<file path="src/rtl/dsp_cascade_pipe_ctrl.sv">
// Pipeline controller for a DSP cascade-adder chain: shared clken/dsp_reset, in-flight tracking, flush.
// Define DSP_CASCADE_PERF_CNT_EN to add the perf_beats/perf_stalls counters.
module dsp_cascade_pipe_ctrl #(
  parameter int STAGES        = 4,
  parameter int HEAD_LATENCY  = 3,
  parameter int STAGE_LATENCY = 1,
  parameter int RST_HOLD      = 4,
  localparam int LAT          = HEAD_LATENCY + (STAGES - 1) * STAGE_LATENCY,
  localparam int OCC_W        = $clog2(LAT + 1)
) (
  input  logic              clk,
  input  logic              aresetn,
  input  logic              s_valid,
  output logic              s_ready,
  output logic              m_valid,
  input  logic              m_ready,
  input  logic              flush_req,
  output logic              flush_done,
  output logic              clken,
  output logic              dsp_reset,
  output logic [STAGES-1:0] stage_load,
  output logic [OCC_W-1:0]  occupancy
`ifdef DSP_CASCADE_PERF_CNT_EN
  ,
  output logic [31:0]       perf_beats,
  output logic [31:0]       perf_stalls
`endif
);

  localparam int HOLD_W = (RST_HOLD > 1) ? $clog2(RST_HOLD) : 1;

  typedef enum logic [1:0] {HOLD, RUN, DRAIN, IDLE_FLUSHED} state_t;

  state_t            state, state_nxt;
  logic [HOLD_W-1:0] hold_cnt, hold_cnt_nxt;
  logic              from_flush, from_flush_nxt;
  logic [LAT-1:0]    vsr, vsr_shifted;
  logic [OCC_W-1:0]  occ;
  logic              running, stall, advance, accept, xfer;

  assign running = (state == RUN) || (state == DRAIN);
  assign stall   = running & vsr[LAT-1] & ~m_ready;
  assign advance = aresetn & running & ~stall;
  assign accept  = s_valid & s_ready;
  assign xfer    = m_valid & m_ready;
  assign occupancy = occ;

  if (LAT == 1) begin : g_vsr_one
    assign vsr_shifted = accept;
  end else begin : g_vsr_many
    assign vsr_shifted = {vsr[LAT-2:0], accept};
  end

  // Stage k loads one cycle before its P register captures the beat.
  assign stage_load[0] = accept;
  for (genvar k = 1; k < STAGES; k++) begin : g_load
    localparam int IDX = HEAD_LATENCY - 2 + (k - 1) * STAGE_LATENCY;
    if (IDX >= 0) begin : g_tap
      assign stage_load[k] = vsr[IDX] & advance;
    end else begin : g_direct
      assign stage_load[k] = accept;
    end
  end

  // Outputs are forced to their reset values while aresetn is low.
  always_comb begin
    state_nxt      = state;
    hold_cnt_nxt   = hold_cnt;
    from_flush_nxt = from_flush;
    s_ready        = 1'b0;
    m_valid        = 1'b0;
    flush_done     = 1'b0;
    clken          = 1'b0;
    dsp_reset      = 1'b1;
    if (aresetn) begin
      case (state)
        HOLD: begin
          clken = 1'b1;
          if (hold_cnt == '0) begin
            state_nxt = from_flush ? IDLE_FLUSHED : RUN;
          end else begin
            hold_cnt_nxt = hold_cnt - HOLD_W'(1);
          end
        end
        RUN: begin
          dsp_reset = 1'b0;
          clken     = ~stall;
          m_valid   = vsr[LAT-1];
          s_ready   = ~flush_req & ~stall;
          if (flush_req) state_nxt = DRAIN;
        end
        DRAIN: begin
          dsp_reset = 1'b0;
          clken     = ~stall;
          m_valid   = vsr[LAT-1];
          if (occ == '0) begin
            state_nxt      = HOLD;
            hold_cnt_nxt   = HOLD_W'(RST_HOLD - 1);
            from_flush_nxt = 1'b1;
          end
        end
        IDLE_FLUSHED: begin
          dsp_reset      = 1'b0;
          flush_done     = 1'b1;
          from_flush_nxt = 1'b0;
          state_nxt      = RUN;
        end
        default: state_nxt = HOLD;
      endcase
    end
  end

  always_ff @(posedge clk) begin
    if (!aresetn) begin
      state      <= HOLD;
      hold_cnt   <= HOLD_W'(RST_HOLD - 1);
      from_flush <= 1'b0;
      vsr        <= '0;
      occ        <= '0;
    end else begin
      state      <= state_nxt;
      hold_cnt   <= hold_cnt_nxt;
      from_flush <= from_flush_nxt;
      if (state == HOLD) begin
        vsr <= '0;
        occ <= '0;
      end else begin
        if (advance) vsr <= vsr_shifted;
        if (accept && !xfer) begin
          occ <= occ + OCC_W'(1);
        end else if (xfer && !accept) begin
          occ <= occ - OCC_W'(1);
        end
      end
    end
  end

`ifdef DSP_CASCADE_PERF_CNT_EN
  always_ff @(posedge clk) begin
    if (!aresetn) begin
      perf_beats  <= '0;
      perf_stalls <= '0;
    end else begin
      if (xfer)  perf_beats  <= perf_beats + 32'd1;
      if (stall) perf_stalls <= perf_stalls + 32'd1;
    end
  end
`endif

endmodule

</file>
<file path="config.mk">
export PLATFORM = sky130hd
export DESIGN_NAME = dsp_cascade_pipe_ctrl
export DESIGN_NICKNAME = d
export VERILOG_FILES = /design/src/rtl/dsp_cascade_pipe_ctrl.sv
export SDC_FILE = /design/constraint.sdc
export NUM_CORES = 1
export LEC_CHECK = 0
export ABC_AREA = 1
export CAP_MARGIN = 20
export CORE_UTILIZATION = 40
export DETAILED_ROUTE_END_ITERATION = 8
export DONT_BUFFER_PORTS = 1
export PLACE_DENSITY_LB_ADDON = 0.08
export SLEW_MARGIN = 20
export SYNTH_ARGS = -nofsm -noshare
export SYNTH_HDL_FRONTEND = slang
export SYNTH_SLANG_ARGS = --single-unit
</file>
<file path="constraint.sdc">
create_clock -name clk -period 2.9 [get_ports clk]
set_clock_uncertainty 0.2 [all_clocks]
set_input_delay 0.58 -clock clk [delete_from_list [all_inputs] [get_ports clk]]
set_output_delay 0.58 -clock clk [all_outputs]
set_load 0.01 [all_outputs]
</file>
==> summary.md, run 1 <==
| Metric | Value |
|---|---|
| Status | completed |
| Pre-antenna DRT Iters | 4 |
| Clk_lat worst skew | 0.29 ns |
| Top Ports | 17 |
| Post-route clock period utilization | 83.80% |
| Wire length per cell | 9.850 um |
| Setup repair after global routing missed its margin | no |
| Final Hold Fails | 0 |
| Grt total ovfl | 0 |
| Root buffer cell | clkbuf_4 |
| Share of post-route cells with drive strength above 1 | under 10% |
| Non-Filler Instances | 153 |
| Layout Nets | 139 |
| Required @ worst endpoint | 2.88 ns |
| Cell Area, Synth | 835.8 um^2 |
| Via count | 691 |
| Die area | 2276 um^2 |
| CP cell instances | inv_1 > ha_1 > nand2_1 > nor2_1 > nand2_1 > ha_1 > inv_1 > fa_1 > nor2_1 > a211oi_1 |
| # diodes | 0 |
| Initial core utilization | 42.60% |
| Area Growth Syn to Fin | 6.138% |
| CTS tree | yes |
| TritonCTS Buffers | 3 |
| CTS max path bufs | 2 |
| Initial antenna violation count | 0 |
| H-Tree Depth | 1 |
| Setup TNS | 0 ns |
| # rows | 16 |
| Routed Antenna Nets | 0 |
| Most common cell after layout, fill and taps aside | nand2_1 |
| Fin crit period | 2.430 ns |
| Worst slew pin tran | 0.3825 ns |
| DP HPWL | 1184 um |
| Resized cells post-CTS | 0 |
| Vias in the first global route | 600 |
| First-pass GRT wire length | 2428 um |
| Via density | around 4.5 |
| Library cells used by synthesis | 22 |
| Largest net degree at the start of global routing | 9 |
| Count of pins over their slew limit | 0 |
| Routed WL | 1507 um |
| Residual DRC count | 0 |
| Crit path capture type | register |
| Critical path arrival | between 2 and 2.5 ns |
| Leakage | 0.4556 nW |
| Crit-path max FO | 5 |
| Core area | 1962 um^2 |
| HP Class | in2reg |
| Most frequent cells in the layout | 29 x nand2_1, 23 x inv_1, 16 x nor2_1 |
| Post-CTS setup buffer count | 0 |
| Power per cell area | roughly 900 nW/um^2 |
| Global Route Usage Sum | between 10% and 20% |
| Syn_nets | 136 |
| Slowest CP cell | fa_1 |
| Syn avg cell area | a little under 7 um^2 |
| Port Buffers | 0 |
| Hold buffer count at cts | 0 |
| Num Clock Sinks | 14 |
| Placed cell count | ~150 |
| Detailed Route Iter0 Violations | 7 |
| Max_cap viols | 0 |
| Flops & latches, synth | 14 |
| Slew headroom | roughly three quarters |
| Die height | ~48 um |
| VDD IR max | between 0.3 and 0.4 mV |
| Critical path class | reg2reg |
| YS warnings | 0 |
| Die W | about 48 um |
| Top cell type's share of synthesized area | 33.53% |
| Cells after synthesis | approximately 120 |
| Fmax | roughly 410 MHz |
| Element type at the critical path start | register |
| Max incr delay on CP | 0.41 ns |
| Final setup vio count | 0 |
| Clock transition at path regs | 0.09 ns |
| Top cells by area, synth | dfxtp_1 34%, nand2_1 13%, inv_1 10% |
| Area leader, netlist | dfxtp_1 |
| Global placement routability congestion | 0.7274 |
| Seq/Total Area, Yosys | 33.53% |
[cell usage after synthesis]
library cell / instances
inv_1: 23
nand2_1: 29
nor2_1: 16
nand3_1: 8
inv_4: 1
nor2_4: 1
o21ai_0: 3
buf_6: 1
o21ai_1: 1
inv_2: 3
dfxtp_1: 14
buf_4: 1
fa_1: 1
o21bai_1: 1
clkinv_1: 1
nand2_4: 1
a21boi_0: 1
a21oi_1: 9
a211oi_1: 1
ha_1: 6
nor3_1: 1
nand3_2: 1
[power breakdown]
part	internal [W]	switching [W]	leakage, nW
logic	0.000134	0.000241	0.321
clock network	0.0000766	0.0000707	0.0210
registers	0.000230	0.0000277	0.114
total	0.000440	0.000340	0.456
[worst max-delay path: cells and delay by family, from the launching register on]
| family | cells | cell delay (ns) |
|---|---|---|
| flip-flops | 1 | 0.39 |
| buffers and inverters | 2 | 0.17 |
| AO/OA/AOI/OAI | 1 | 0.05 |
| AND/OR/NAND/NOR | 4 | 0.53 |
| adder cells (fa/ha/maj) | 3 | 0.97 |
[cells by family after synthesis]
family	synth area share [%]
flip-flops	33.53
buffers and inverters	15.12
AO/OA/AOI/OAI	10.48
AND/OR/NAND/NOR	29.49
adder cells (fa/ha/maj)	11.38
[flip-flops by register name, indices dropped and copies added (netlist names)]
name and flops:
occupancy 3, from_flush 1, hold_cnt 2, state 2, vsr 6
[routing by layer]
metal	track usage [%]	routed length (um)	up-vias
met5	0	0	-
met3	4.906	33	5
met4	10.00	46	0
li1	-	-	381
met2	23.78	711	9
met1	20.09	716	296
[through the flow]
stage / total power [W] / area, um^2 / hold slack, ns / util [%] / setup slack [ns]
after floorplan: 0.0005776 / 835.8 / 0.2289 / - / 0.6485
after global placement: 0.0006345 / 850.8 / 0.2481 / 43.37 / 0.5120
after detailed placement: 0.0006392 / 850.8 / 0.2477 / 43.37 / 0.4734
after CTS: 0.0007880 / 887.1 / 0.1578 / 45.22 / 0.4565
after global routing: 0.0008571 / 887.1 / 0.1546 / 45.22 / 0.2686
final: 0.0007800 / 887.1 / 0.1630 / 45.22 / 0.4698
[layout make-up]
type | instances | area [um^2]
fill | 232 | 1075
sequential | 14 | 280.3
multi-input combinational | 80 | 429.2
tap | 27 | 33.78
clock buffer | 4 | 36.28
inverter | 28 | 107.6
[path summary, 6_finish.rpt]
check / slack, ns / cells after the start / endpoint / from
min: 0.16 / 1 / hold_cnt[0] / aresetn
max: 0.47 / 10 / occupancy[1] / state[0]
max reg2reg: 0.47 / 10 / occupancy[1] / state[0]
min reg2reg: 0.27 / 2 / hold_cnt[1] / hold_cnt[1]
Power figures use the tool's default switching activity.
==> run 2, diff against run 1 <==
==> constraint.sdc (replaced) <==
create_clock -name clk -period 2.09 [get_ports clk]
set_clock_uncertainty 0.2 [all_clocks]
set_input_delay 0.418 -clock clk [delete_from_list [all_inputs] [get_ports clk]]
set_output_delay 0.418 -clock clk [all_outputs]
set_load 0.01 [all_outputs]
==> summary.md, run 2 (synthesis gave the netlist of run 1 again) <==
| Metric | Value |
|---|---|
| Initial core utilization | 42.60% |
| Root buffer cell | clkbuf_4 |
| Residual DRC count | 0 |
| Vias in the first global route | 734 |
| Setup repair after global routing missed its margin | yes |
| Most frequent cells in the layout | 22 x nand2_1, 19 x buf_4, 16 x inv_1 |
| Crit-path max FO | 4 |
| Slew headroom | 72.72% |
| TritonCTS Buffers | 3 |
| Clock transition at path regs | about 0.09 ns |
| Max incr delay on CP | approximately 0.39 ns |
| Most flops, register | vsr |
| Global Route Usage Sum | a little under a fifth |
| Core area | 1962 um^2 |
| Critical path class | reg2out |
| CP cell instances | inv_4 > ha_4 > buf_6 > nand2_4 > inv_4 > nand2_8 > inv_8 > nand2_4 > inv_4 |
| Final Hold Fails | 0 |
| VDD IR max | 0.7096 mV |
| First-pass GRT wire length | 3015 um |
| DP Worst Slack | -0.05850 ns |
| Fmax | 476.0 MHz |
| Status | complete, but fails checks |
| Fillers | about 200 |
| Top Ports | 17 |
| Slowest CP cell | dfxtp_4 |
| Setup TNS | -0.01891 ns |
| Area of the multi-input gates | 553.0 um^2 |
| Failing checks | setup timing |
| Num Clock Sinks | 14 |
| HP Class | in2reg |
| Layout Nets | 160 |
| Area Growth Syn to Fin | 43.41% |
| Share of post-route cells with drive strength above 1 | 39.46% |
| Routed Antenna Nets | 0 |
| Routed WL | approximately 1900 um |
| Fin crit period | around 2.1 ns |
| Worst slew pin tran | 0.4061 ns |
| DP HPWL | approximately 1300 um |
| Power per cell area | ~1200 nW/um^2 |
| Required @ worst endpoint | roughly 1.5 ns |
| Via density | about 4.5 |
| Cell mode on critical path | inv_4 |
| Largest net degree at the start of global routing | 9 |
| Die area | 2276 um^2 |
| Most common cell after layout, fill and taps aside | nand2_1 |
| CTS tree | yes |
| # diodes | 0 |
| Grt total ovfl | 0 |
| Initial antenna violation count | 0 |
| Pre-antenna DRT Iters | 2 |
| Post-route clock period utilization | 100.5% |
| Clk_lat worst skew | 0.28 ns |
| FF-to-FF setup slack | 0.02 ns |
| Via count | 780 |
| PnR worst setup slack | -0.01064 ns |
| Final Core Density | 61.10% |
| Max_cap viols | 0 |
| Global placement routability congestion | 0.7534 |
| Final hold slack | about 0.014 ns |
| Count of pins over their slew limit | 0 |
| CTS max path bufs | 2 |
| Critical path arrival | 1.48 ns |
| Wire length per cell | 10.84 um |
| Largest register FFs | 6 |
| FF+latch area | 285.3 um^2 |
| H-Tree Depth | 1 |
| Detailed Route Iter0 Violations | 9 |
| Final setup vio count | 3 |
| Die W | roughly 48 um |
| Element type at the critical path start | register |
| Die height | 47.71 um |
| # rows | 16 |
| Leakage | between 0.6 and 0.7 nW |
| Crit path capture type | output port |
| Hold buffer count at cts | 0 |
| Port Buffers | 0 |
[run 2: worst paths after layout]
kind / startpoint / to / depth (start not counted)
worst max-delay path: state[0] / stage_load[1] / 9
worst min-delay path: aresetn / hold_cnt[1] / 1
worst max register to register: state[0] / occupancy[1] / 10
worst min register to register: hold_cnt[1] / hold_cnt[1] / 2
[run 2: worst max-delay path: cells and delay by family (launching register included)]
| family | cells | cell delay (ns) |
|---|---|---|
| and+or+nand+nor | 3 | 0.17 |
| buffers and inverters | 5 | 0.35 |
| adders and majority gates | 1 | 0.29 |
| DFF | 1 | 0.39 |
[run 2: per-layer routing]
| metal | GRT usage [%] | routed length, um | vias up |
|---|---|---|---|
| li1 | - | - | 423 |
| met1 | 22.55 | 833 | 344 |
| met2 | 32.70 | 973 | 11 |
| met3 | 7.170 | 72 | 2 |
| met4 | 5.000 | 7 | 0 |
| met5 | 0 | 0 | - |
[run 2: area by class of cell]
type | count | area share (%)
Multi-Input combinational cell | 80 | 46.14
Sequential cell | 14 | 23.80
Timing Repair Buffer | 21 | 13.78
Inverter | 28 | 10.44
Clock buffer | 4 | 3.027
Tap cell | 27 | 2.818
[run 2: metrics by stage]
stage	total power (W)	instance area (um^2)	std cells
global placement	0.0009862	928.4	157
floorplan	0.0008488	853.3	124
CTS	0.001366	1122	173
global route	0.001566	1199	174
detailed placement	0.0009986	928.4	157
finish	0.001441	1199	174
[run 2: repair_timing]
action | CTS | global route
pin swaps | 9 | 0
gates resized for setup | 24 | 16
endpoints found under the setup margin | 6 | 6
buffers inserted | 12 | 1
[run 2: where the power goes]
group	leakage (nW)	internal [W]	switching (W)
combinational	0.473	0.000403	0.000465
clock	0.0210	0.000106	0.0000912
sequential	0.115	0.000326	0.0000500
